--- src/rtl/stepper_pkg.sv ---
// stepper_pkg: shared state codes, defaults and helpers for the step/direction generator
package stepper_pkg;
  localparam int DEF_MOTORS = 6;
  localparam int DEF_CNT_W = 10;
  localparam logic DIR_FWD = 1'b0;
  localparam logic DIR_REV = 1'b1;
  typedef logic [2:0] state_t;
  localparam state_t IDLE = 3'd0, SETUP = 3'd1, HIGH = 3'd2, LOW = 3'd3, DONE = 3'd4;
  function automatic logic is_onehot(input logic [31:0] v);
    return v != 0 && (v & (v - 1)) == 0;
  endfunction
endpackage

--- src/rtl/step_pulse_gen_timer.sv ---
// step_timer: reloadable down-counter, expired is high while the count sits at zero
module step_timer #(
  parameter int W = 16
) (
  input  logic         sysclk,
  input  logic         rst,
  input  logic         load,
  input  logic [W-1:0] val,
  output logic         expired
);
  logic [W-1:0] cnt;
  always_ff @(posedge sysclk or negedge rst)
    if (!rst) cnt <= '0;
    else cnt <= load ? val : cnt - W'(cnt != '0);
  assign expired = cnt == '0;
endmodule

--- src/rtl/step_pulse_gen.sv ---
// step_pulse_gen: step/direction pulse generator for NUM_MOTORS stepper drivers
// STEP_PULSE_GEN_RAMP_EN adds a soft start: 4x half-period for pulses 1-4, 2x for pulses 5-8
module step_pulse_gen import stepper_pkg::*; #(
  parameter int NUM_MOTORS = DEF_MOTORS,
  parameter int CNT_W      = DEF_CNT_W,
  parameter int HALF_PER   = 25000,
  parameter int DIV_W      = 16
) (
  input  logic                  sysclk,
  input  logic                  rst,
  input  logic                  Start,
  input  logic [CNT_W-1:0]      PulseNum,
  input  logic [NUM_MOTORS-1:0] DR,
  input  logic [NUM_MOTORS-1:0] Motor,
  input  logic                  Stop,
  output logic [NUM_MOTORS-1:0] PUL,
  output logic [NUM_MOTORS-1:0] DIR,
  output logic                  Busy,
  output logic                  Done,
  output logic [CNT_W-1:0]      Remain
);
  localparam logic [DIV_W-1:0] HP = DIV_W'(HALF_PER - 1);
  state_t state, nxt;
  logic [NUM_MOTORS-1:0] mot;
  logic go, load, expired;
  logic [DIV_W-1:0] val;
  assign go = state == IDLE && Start && !Stop && PulseNum != '0 && is_onehot(32'(Motor));
  always_comb
    nxt = state == IDLE ? (go ? SETUP : IDLE) :
          state == DONE ? IDLE :
          Stop          ? IDLE :
          !expired      ? state :
          state == SETUP ? HIGH :
          state == HIGH  ? LOW :
          Remain != '0   ? HIGH : DONE;
  // every state change reloads the timer, which is what clears the divider
  assign load = nxt != state;
`ifdef STEP_PULSE_GEN_RAMP_EN
  localparam logic [DIV_W-1:0] HP2 = DIV_W'(2 * HALF_PER - 1);
  localparam logic [DIV_W-1:0] HP4 = DIV_W'(4 * HALF_PER - 1);
  logic [CNT_W-1:0] emit;
  assign val = nxt == SETUP ? HP : emit < CNT_W'(4) ? HP4 : emit < CNT_W'(8) ? HP2 : HP;
  always_ff @(posedge sysclk or negedge rst)
    if (!rst) emit <= '0;
    else if (go) emit <= '0;
    else if (state == HIGH && nxt == LOW) emit <= emit + CNT_W'(1);
`else
  assign val = HP;
`endif
  step_timer #(.W(DIV_W)) u_timer (
    .sysclk (sysclk),
    .rst    (rst),
    .load   (load),
    .val    (val),
    .expired(expired)
  );
  // outputs lag the state by one cycle, except Busy which follows the next state
  always_ff @(posedge sysclk or negedge rst)
    if (!rst) begin
      state  <= IDLE;
      PUL    <= '0;
      DIR    <= '0;
      Busy   <= 1'b0;
      Done   <= 1'b0;
      Remain <= '0;
      mot    <= '0;
    end else begin
      state <= nxt;
      Busy  <= nxt != IDLE;
      Done  <= state == DONE;
      PUL   <= state == HIGH && !Stop ? mot : '0;
      if (go) begin
        mot    <= Motor;
        Remain <= PulseNum;
        DIR    <= DR;
      end else if (state == HIGH && nxt == LOW) Remain <= Remain - CNT_W'(1);
    end
endmodule

--- config.mk ---
export PLATFORM = sky130hd
export DESIGN_NAME = step_pulse_gen
export DESIGN_NICKNAME = d
export VERILOG_FILES = /design/src/rtl/stepper_pkg.sv /design/src/rtl/step_pulse_gen_timer.sv /design/src/rtl/step_pulse_gen.sv
export SDC_FILE = /design/constraint.sdc
export NUM_CORES = 1
export LEC_CHECK = 0
export ABC_AREA = 0
export CORE_ASPECT_RATIO = 0.75
export CORE_UTILIZATION = 52
export DETAILED_ROUTE_END_ITERATION = 7
export GPL_TIMING_DRIVEN = 0
export MAX_ROUTING_LAYER = met4
export PLACE_DENSITY_LB_ADDON = 0.05
export SLEW_MARGIN = 5
export SYNTH_ARGS = -nofsm -noshare
export SYNTH_HDL_FRONTEND = slang
export SYNTH_SLANG_ARGS = --single-unit
--- constraint.sdc ---
create_clock -name sysclk -period 3.14 [get_ports sysclk]
set_input_delay 0.471 -clock sysclk [delete_from_list [all_inputs] [get_ports sysclk]]
set_output_delay 0.471 -clock sysclk [all_outputs]
set_load 0.05 [all_outputs]
==> impl_metrics.prom, run 1 <==
# TYPE chip_impl_metric gauge
chip_impl_info{name="run_status",value="complete, but fails checks"} 1
chip_impl_info{name="failed_checks",value="DRC"} 1
chip_impl_metric{name="clock_power_share",unit="%"} 17.9
chip_impl_info{name="netlist_top_cells_area",value="dfrtp_1, mux2_4, xnor2_1"} 1
chip_impl_metric{name="die_y",unit="µm"} 63.5
chip_impl_metric{name="achievable-frequency",unit="MHz"} 358
chip_impl_info{name="timing.critical_path.cells",value="nor4_4 -> nand2_2 -> nor2_1 -> inv_1 -> ha_1 -> ha_1 -> nor3b_1 -> nand2_1 -> nor2_1 -> xnor2_1 -> nand3_1"} 1
chip_impl_info{name="synth.cells.most_frequent",value="dfrtp_1, nor3_1, a21oi_1, xnor2_1, nand3_1"} 1
chip_impl_metric{name="yosys_register_bits",unit=""} 49
chip_impl_metric{name="worstPathRequired",unit="ns"} 3.30
chip_impl_metric{name="power",unit="mW"} 2.03
chip_impl_metric{name="relative_contribution_of_combinational_cells_to_total_power",unit="%"} 37.2
chip_impl_metric{name="cts_inserted_buffers",unit=""} 5
chip_impl_metric{name="drc",unit=""} 4
chip_impl_info{name="path_class",value="flop to flop"} 1
chip_impl_info{name="regToRegStartpoint",value="u_timer.cnt[7]"} 1
chip_impl_metric{name="h_tree_levels",unit=""} 2
chip_impl_metric{name="synthMuxAreaShare",unit="%"} 8.40
chip_impl_metric{name="hold_buffers",unit=""} 0
chip_impl_metric{name="dr.pass1.iters",unit=""} 6
chip_impl_info{name="timing.critical_path.from_type",value="flop"} 1
chip_impl_metric{name="layout-drive-gt1-share",unit="%"} 16.0
chip_impl_metric{name="setup_violations",unit=""} 0
chip_impl_metric{name="syn_nets",unit=""} 264
chip_impl_metric{name="period_minus_slack",unit="ns"} 2.79
chip_impl_metric{name="via_count_of_the_first_global_routing_pass",unit=""} 1941
chip_impl_metric{name="synth.lib_cells_used.distinct",unit=""} 50
chip_impl_metric{name="synth_simple_gate_area_share",unit="%"} 23.4
chip_impl_metric{name="p_per_area",unit="mW/mm²"} 616
chip_impl_metric{name="total_half_perimeter_wirelength_after_legalization_and_detailed_placement",unit="mm"} 4.08
chip_impl_info{name="worst_hold_path_type",value="input pin to async pin"} 1
chip_impl_metric{name="power_leakage",unit="nW"} 1.34
chip_impl_metric{name="drt_iter0_drc",unit=""} 131
chip_impl_metric{name="drt-wirelength-per-cell",unit="µm"} 16.0
chip_impl_info{name="root_buffer_selected_by_cts",value="clkbuf_8"} 1
chip_impl_metric{name="portBuffers",unit=""} 49
chip_impl_metric{name="smallest_setup_slack_after_layout",unit="ns"} 0.351
chip_impl_metric{name="synth-async-reset-ratio",unit="%"} 100
chip_impl_info{name="critical_path.reg2reg.endpoint",value="u_timer.cnt[8]"} 1
chip_impl_metric{name="clock_path_buffers",unit=""} 2
chip_impl_metric{name="cts_num_sinks",unit=""} 49
chip_impl_info{name="yosysTopAreaCell",value="dfrtp_1"} 1
chip_impl_info{name="cp_slowest_cell",value="dfrtp_1"} 1
chip_impl_metric{name="grt_use_total",unit="%"} 23.4
chip_impl_metric{name="die_x",unit="µm"} 84
chip_impl_metric{name="crit_path_max_cell_delay",unit="ns"} 0.47
chip_impl_info{name="main_combinational_cell_family_by_area_after_synthesis",value="simple AND/OR/NAND/NOR gates"} 1
chip_impl_metric{name="globalRoute.totalOverflow",unit=""} 0
chip_impl_metric{name="crit_path_max_fanout",unit=""} 8
chip_impl_metric{name="detailed_place.area",unit="mm²"} 0.00320
chip_impl_metric{name="clk_transition_reported_paths",unit="ns"} 0.09
chip_impl_metric{name="clk_latency",unit="ns"} 0.30
chip_impl_metric{name="worstPathArrival",unit="ns"} 2.95
chip_impl_metric{name="seq_area",unit="mm²"} 0.00123
chip_impl_metric{name="post_synth.cell_area_avg",unit="µm²"} 11.2
chip_impl_metric{name="synth_edf_count",unit=""} 0
chip_impl_metric{name="yosys.area_share.xor_xnor",unit="%"} 9.02
chip_impl_metric{name="ios",unit=""} 50
chip_impl_metric{name="setup.reg_to_reg.worst_slack",unit="ns"} 0.35
chip_impl_metric{name="p_switching",unit="mW"} 0.777
chip_impl_info{name="postSynth.topFlopCell",value="dfrtp_1"} 1
chip_impl_metric{name="p_sw_share",unit="%"} 38.2
chip_impl_metric{name="seq_power_share",unit="%"} 44.9
chip_impl_metric{name="power.internal",unit="mW"} 1.25
chip_impl_metric{name="count_of_fill_cells_added_during_filler_insertion",unit=""} 360
chip_impl_metric{name="syn-instance-count",unit=""} 234
chip_impl_metric{name="post-route-cell-area",unit="mm²"} 0.00330
chip_impl_metric{name="number_of_slew_limit_violations_in_the_final_report",unit=""} 0
chip_impl_metric{name="timing.max_slew.rel_slack",unit="%"} 62.0
chip_impl_metric{name="max_cap_violations",unit=""} 0
chip_impl_metric{name="core_region_area",unit="mm²"} 0.00465
chip_impl_metric{name="peakVddDrop",unit="V"} 0.000413
chip_impl_metric{name="grt_start_max_net_pins",unit=""} 37
chip_impl_metric{name="antenna_left",unit=""} 0
chip_impl_metric{name="synth-compound-area-share",unit="%"} 7.11
chip_impl_info{name="rsz_0062_raised_after_global_routing",value="false"} 1
chip_impl_metric{name="ys_seq_area_share",unit="%"} 46.8
chip_impl_metric{name="hold_viol_final",unit=""} 0
chip_impl_metric{name="start_util",unit="%"} 56.4
chip_impl_metric{name="grt_pass1_wl",unit="mm"} 9.48
chip_impl_metric{name="reg2regPathDepth",unit=""} 11
chip_impl_metric{name="place_ws",unit="ns"} 0.286
chip_impl_metric{name="finish.net_count",unit=""} 322
chip_impl_metric{name="synthToLayoutAreaGrowth",unit="%"} 25.8
chip_impl_info{name="tritoncts",value="done"} 1
chip_impl_metric{name="grt_antenna_before_repair",unit=""} 0
chip_impl_metric{name="die_area",unit="mm²"} 0.00533
chip_impl_metric{name="synthAdderAreaFrac",unit="%"} 2.29
chip_impl_metric{name="fin_worst_skew",unit="ns"} 0.00984
chip_impl_metric{name="placement_rows",unit=""} 21
chip_impl_metric{name="antenna_cells",unit=""} 0
chip_impl_metric{name="netlist_area",unit="mm²"} 0.00262
chip_impl_info{name="top_count_cell_post_synth",value="dfrtp_1"} 1
chip_impl_metric{name="synthDominantCellAreaShare",unit="%"} 46.8
chip_impl_metric{name="detail_route.wirelength",unit="mm"} 5.60
chip_impl_metric{name="area_of_combinational_cells_with_multiple_inputs",unit="mm²"} 0.00133
chip_impl_metric{name="route.detailed.vias_per_inst",unit=""} 5.74
chip_impl_metric{name="summed_negative_setup_slack_over_all_endpoints",unit="ns"} 0
chip_impl_metric{name="via_count",unit=""} 2010
chip_impl_info{name="critPathCaptureType",value="flop"} 1
chip_impl_metric{name="timing.final.crit_share",unit="%"} 88.8
chip_impl_metric{name="synthesis.yosys.warnings",unit=""} 0
chip_impl_metric{name="gp_congestion",unit=""} 0.853
chip_impl_metric{name="worst_pin_slew",unit="ns"} 0.567
## flip-flops by register name, summed over array words and instances (netlist names)
register     count
state            3
u_timer.cnt     16
DIR              6
mot              6
PUL              6
Done             1
Remain          10
Busy             1
## area by class of cell
| cell class | instances | share of cell area [%] |
|---|---|---|
| plain buffers | 6 | 1.52 |
| clock buffers | 7 | 2.31 |
| clock inverters | 1 | 0.228 |
| inverters | 8 | 0.910 |
| multi-input cells | 171 | 40.2 |
| flip-flops and latches | 49 | 37.2 |
| well taps | 57 | 2.16 |
| repair buffers | 51 | 15.5 |
## routing by layer
| layer | vias up | global-route usage (%) | routed length, µm |
|---|---|---|---|
| li1 | 972 | - | - |
| met1 | 956 | 32.7 | 2720 |
| met2 | 78 | 34.1 | 2470 |
| met3 | 4 | 5.24 | 369 |
| met4 | 0 | 7.33 | 34 |
| met5 | - | - | 0 |
## through the flow
step / util (%) / hold slack [ns] / std cells
CTS: 70.6 / 0.0611 / 349
floorplan: - / 0.175 / 234
global route: 70.9 / 0.0633 / 350
global placement: 68.5 / 0.458 / 340
detailed placement: 68.8 / 0.393 / 341
finish: 70.9 / 0.0536 / 350
## layout by cell type (no fill, tap or decap), types with 5 or more instances in the layout
cell type         n
clkdlybuf4s50_1  48
nor4_1            8
and2_1            7
mux2_4           11
xor2_1            8
inv_1             8
nor3_1           24
a21oi_1          14
clkbuf_8          5
nand2_1           7
nor2_1           11
nand3_1          13
nand4_1           7
xnor2_1          14
dfrtp_1          49
## how the worst max path moves through the flow
| stage | slack [ns] | startpoint | end |
|---|---|---|---|
| after floorplan | 0.76 | u_timer.cnt[7] | u_timer.cnt[8] |
| after global placement | 0.19 | rst | mot[2] |
| after detailed placement | 0.29 | Stop | u_timer.cnt[9] |
| after CTS | 0.25 | u_timer.cnt[7] | u_timer.cnt[8] |
| after global routing | 0.07 | u_timer.cnt[7] | u_timer.cnt[10] |
| final | 0.35 | u_timer.cnt[7] | u_timer.cnt[8] |
## repair_timing
action,4_1_cts,5_1_grt
endpoints found under the hold margin,0,0
setup buffers,0,1
gates resized for setup,0,1
setup endpoints to repair,0,1
## critical path: cells and delay by family, from the launching register on
kind | cells | cell delay (ns)
xor+xnor | 1 | 0.19
fa+ha+maj | 2 | 0.45
buf+inv | 1 | 0.15
flops | 1 | 0.47
simple gates | 7 | 1.40
## power groups by stage
stage          Combinational (mW)  Clock [mW]  Sequential [mW]
2_1_floorplan               0.304           0             1.11
3_3_place_gp                0.739           0            0.914
3_5_place_dp                0.755           0            0.919
4_1_cts                     0.758       0.369            0.908
5_1_grt                     0.820       0.404            0.933
6_report                    0.755       0.363            0.913
## cells by family (layout without fill, tap and decap cells)
group                      Yosys count  count (layout)
xor gates and xnor gates            24              24
adders and majority gates            5               5
AOI/OAI and AO/OA                   27              27
muxes                               16              16
buffers and inverters               14              73
and+or+nand+nor                     99              99
DFF                                 49              49
Power figures use the tool's default switching activity.
==> run 2: changes to the inputs <==
SLEW_MARGIN = default   (was 5)
==> results of run 2 <==
No change in the layout: final DEF, timing and power equal those of run 1.
==> run 3: changes to the inputs <==
ABC_CLOCK_PERIOD_IN_PS = 3140   (was default)
MAX_ROUTING_LAYER = default   (was met4)
==> impl_metrics.prom, run 3 (same netlist as run 1, synthesis figures left out) <==
# TYPE chip_impl_metric gauge
chip_impl_info{name="run_status",value="complete, but fails checks"} 1
chip_impl_info{name="failed_checks",value="DRC"} 1
chip_impl_metric{name="route.detailed.vias_per_inst",unit=""} 5.73
chip_impl_metric{name="summed_negative_setup_slack_over_all_endpoints",unit="ns"} 0
chip_impl_metric{name="hold_viol_final",unit=""} 0
chip_impl_metric{name="achievable-frequency",unit="MHz"} 358
chip_impl_metric{name="crit_path_max_fanout",unit=""} 8
chip_impl_metric{name="clk_latency",unit="ns"} 0.30
chip_impl_metric{name="max_cap_violations",unit=""} 0
chip_impl_info{name="regToRegStartpoint",value="u_timer.cnt[7]"} 1
chip_impl_metric{name="worst_pin_slew",unit="ns"} 0.580
chip_impl_metric{name="total_half_perimeter_wirelength_after_legalization_and_detailed_placement",unit="mm"} 4.08
chip_impl_info{name="critPathCaptureType",value="flop"} 1
chip_impl_info{name="cp_slowest_cell",value="dfrtp_1"} 1
chip_impl_info{name="most_used_cells_in_the_layout_excluding_fill_and_tap_cells",value="dfrtp_1, clkdlybuf4s50_1, nor3_1"} 1
chip_impl_info{name="timing.critical_path.from",value="u_timer.cnt[7]"} 1
chip_impl_metric{name="placement_rows",unit=""} 21
chip_impl_metric{name="drc",unit=""} 4
chip_impl_metric{name="drt_iter0_drc",unit=""} 131
chip_impl_info{name="worst_hold_path_type",value="input pin to async pin"} 1
chip_impl_metric{name="synthToLayoutAreaGrowth",unit="%"} 25.8
chip_impl_metric{name="cts_num_sinks",unit=""} 49
chip_impl_info{name="timing.critical_path.cells",value="nor4_4 -> nand2_2 -> nor2_1 -> inv_1 -> ha_1 -> ha_1 -> nor3b_1 -> nand2_1 -> nor2_1 -> xnor2_1 -> nand3_1"} 1
chip_impl_metric{name="start_util",unit="%"} 56.4
chip_impl_metric{name="antenna_cells",unit=""} 0
chip_impl_info{name="rsz_0062_raised_after_global_routing",value="false"} 1
chip_impl_metric{name="clock_path_buffers",unit=""} 2
chip_impl_metric{name="timing.max_slew.rel_slack",unit="%"} 61.2
chip_impl_metric{name="setup_violations",unit=""} 0
chip_impl_metric{name="die_area",unit="mm²"} 0.00533
chip_impl_metric{name="peakVddDrop",unit="V"} 0.000413
chip_impl_metric{name="number_of_flip_flops_in_the_largest_register",unit=""} 16
chip_impl_metric{name="cts_inserted_buffers",unit=""} 5
chip_impl_metric{name="drt-wirelength-per-cell",unit="µm"} 16.0
chip_impl_metric{name="clk_transition_reported_paths",unit="ns"} 0.09
chip_impl_metric{name="globalRoute.totalOverflow",unit=""} 0
chip_impl_info{name="largest-register",value="u_timer.cnt"} 1
chip_impl_metric{name="via_count",unit=""} 2007
chip_impl_metric{name="power_leakage",unit="nW"} 1.34
chip_impl_metric{name="portBuffers",unit=""} 49
chip_impl_metric{name="antenna_left",unit=""} 0
chip_impl_metric{name="crit_path_max_cell_delay",unit="ns"} 0.47
chip_impl_info{name="layout_commonest_cell",value="dfrtp_1"} 1
chip_impl_metric{name="core_region_area",unit="mm²"} 0.00465
chip_impl_metric{name="grt_antenna_before_repair",unit=""} 0
chip_impl_metric{name="die_x",unit="µm"} 84
chip_impl_metric{name="grt_pass1_wl",unit="mm"} 9.48
chip_impl_info{name="path_class",value="flop to flop"} 1
chip_impl_metric{name="h_tree_levels",unit=""} 2
chip_impl_metric{name="grt_start_max_net_pins",unit=""} 37
chip_impl_metric{name="layout-drive-gt1-share",unit="%"} 16.0
chip_impl_metric{name="finish.net_count",unit=""} 322
chip_impl_metric{name="fin_worst_skew",unit="ns"} 0.00965
chip_impl_metric{name="number_of_slew_limit_violations_in_the_final_report",unit=""} 0
chip_impl_info{name="timing.critical_path.from_type",value="flop"} 1
chip_impl_info{name="root_buffer_selected_by_cts",value="clkbuf_8"} 1
chip_impl_metric{name="hold-worst-slack",unit="ns"} 0.0530
chip_impl_metric{name="die_y",unit="µm"} 63.5
chip_impl_metric{name="count_of_fill_cells_added_during_filler_insertion",unit=""} 360
chip_impl_metric{name="p_per_area",unit="mW/mm²"} 616
chip_impl_info{name="tritoncts",value="done"} 1
chip_impl_info{name="biggestRegsByFlops",value="u_timer.cnt x16, Remain x10"} 1
chip_impl_metric{name="ios",unit=""} 50
chip_impl_metric{name="dr.pass1.iters",unit=""} 6
chip_impl_metric{name="grt_use_total",unit="%"} 22.8
chip_impl_metric{name="worstPathArrival",unit="ns"} 2.95
chip_impl_metric{name="period_minus_slack",unit="ns"} 2.79
chip_impl_metric{name="gp_congestion",unit=""} 0.840
chip_impl_metric{name="timing.final.crit_share",unit="%"} 88.9
chip_impl_metric{name="worstPathRequired",unit="ns"} 3.30
chip_impl_metric{name="detail_route.wirelength",unit="mm"} 5.59
chip_impl_metric{name="via_count_of_the_first_global_routing_pass",unit=""} 1950
==> run 3: cell counts in the layout (fill, tap and decap cells not counted) <==
No cell type changed its count.
==> run 3: what timing repair did <==
item	4_1_cts	5_1_grt
hold buffers	0	0
setup buffers	0	1
resized for setup	0	1
setup endpoints to repair	0	1
==> run 3: layer usage <==
metal	wire length [µm]	part of all wire (%)	global-route usage, %
met5	0	0	2.02
met4	10	0.18	7.33
met2	2500	45	34.1
met3	446	8.0	5.37
met1	2630	47	32.5
==> run 3: cell type report <==
type	instances	area (µm²)	area share, %
Inverter	8	30.0	0.910
Timing Repair Buffer	51	513	15.5
Clock inverter	1	7.51	0.228
Buffer	6	50.0	1.52
Tap cell	57	71.3	2.16
Multi-Input combinational cell	171	1330	40.2
Clock buffer	7	76.3	2.31
Sequential cell	49	1230	37.2
==> run 3: worst paths after layout <==
| kind | endpoint | slack (ns) | cells past startpoint |
|---|---|---|---|
| max in group asynchronous | mot[2] | 2.58 | 2 |
| min in group sysclk | PUL[0] | 0.48 | 1 |
| setup / recovery | u_timer.cnt[8] | 0.35 | 11 |
| setup reg to reg | u_timer.cnt[8] | 0.35 | 11 |
| hold / removal | u_timer.cnt[1] | 0.05 | 1 |
| hold reg to reg | PUL[0] | 0.48 | 1 |
==> run 3: stage by stage <==
| stage | std cells | setup WS (ns) | power (mW) | util [%] | cell area (µm²) |
|---|---|---|---|---|---|
| 2_1_floorplan | 234 | 0.759 | 1.42 | - | 2620 |
| 3_3_place_gp | 340 | 0.185 | 1.65 | 68.5 | 3180 |
| 3_5_place_dp | 341 | 0.286 | 1.67 | 68.8 | 3200 |
| 4_1_cts | 349 | 0.246 | 2.04 | 70.6 | 3280 |
| 5_1_grt | 350 | 0.0707 | 2.16 | 70.9 | 3300 |
| 6_report | 350 | 0.348 | 2.03 | 70.9 | 3300 |
==> run 3: worst max-delay path: cells and delay by family (launching register included) <==
| kind | cells | cell delay, ns |
|---|---|---|
| xor+xnor | 1 | 0.19 |
| fa+ha+maj | 2 | 0.45 |
| buf+inv | 1 | 0.15 |
| flops | 1 | 0.47 |
| simple gates | 7 | 1.39 |
==> run 3: power by group <==
part | leakage (nW) | internal, mW | total, mW | switching [mW]
combinational | 0.688 | 0.330 | 0.756 | 0.426
sequential | 0.610 | 0.766 | 0.913 | 0.146
clock | 0.0385 | 0.158 | 0.363 | 0.205
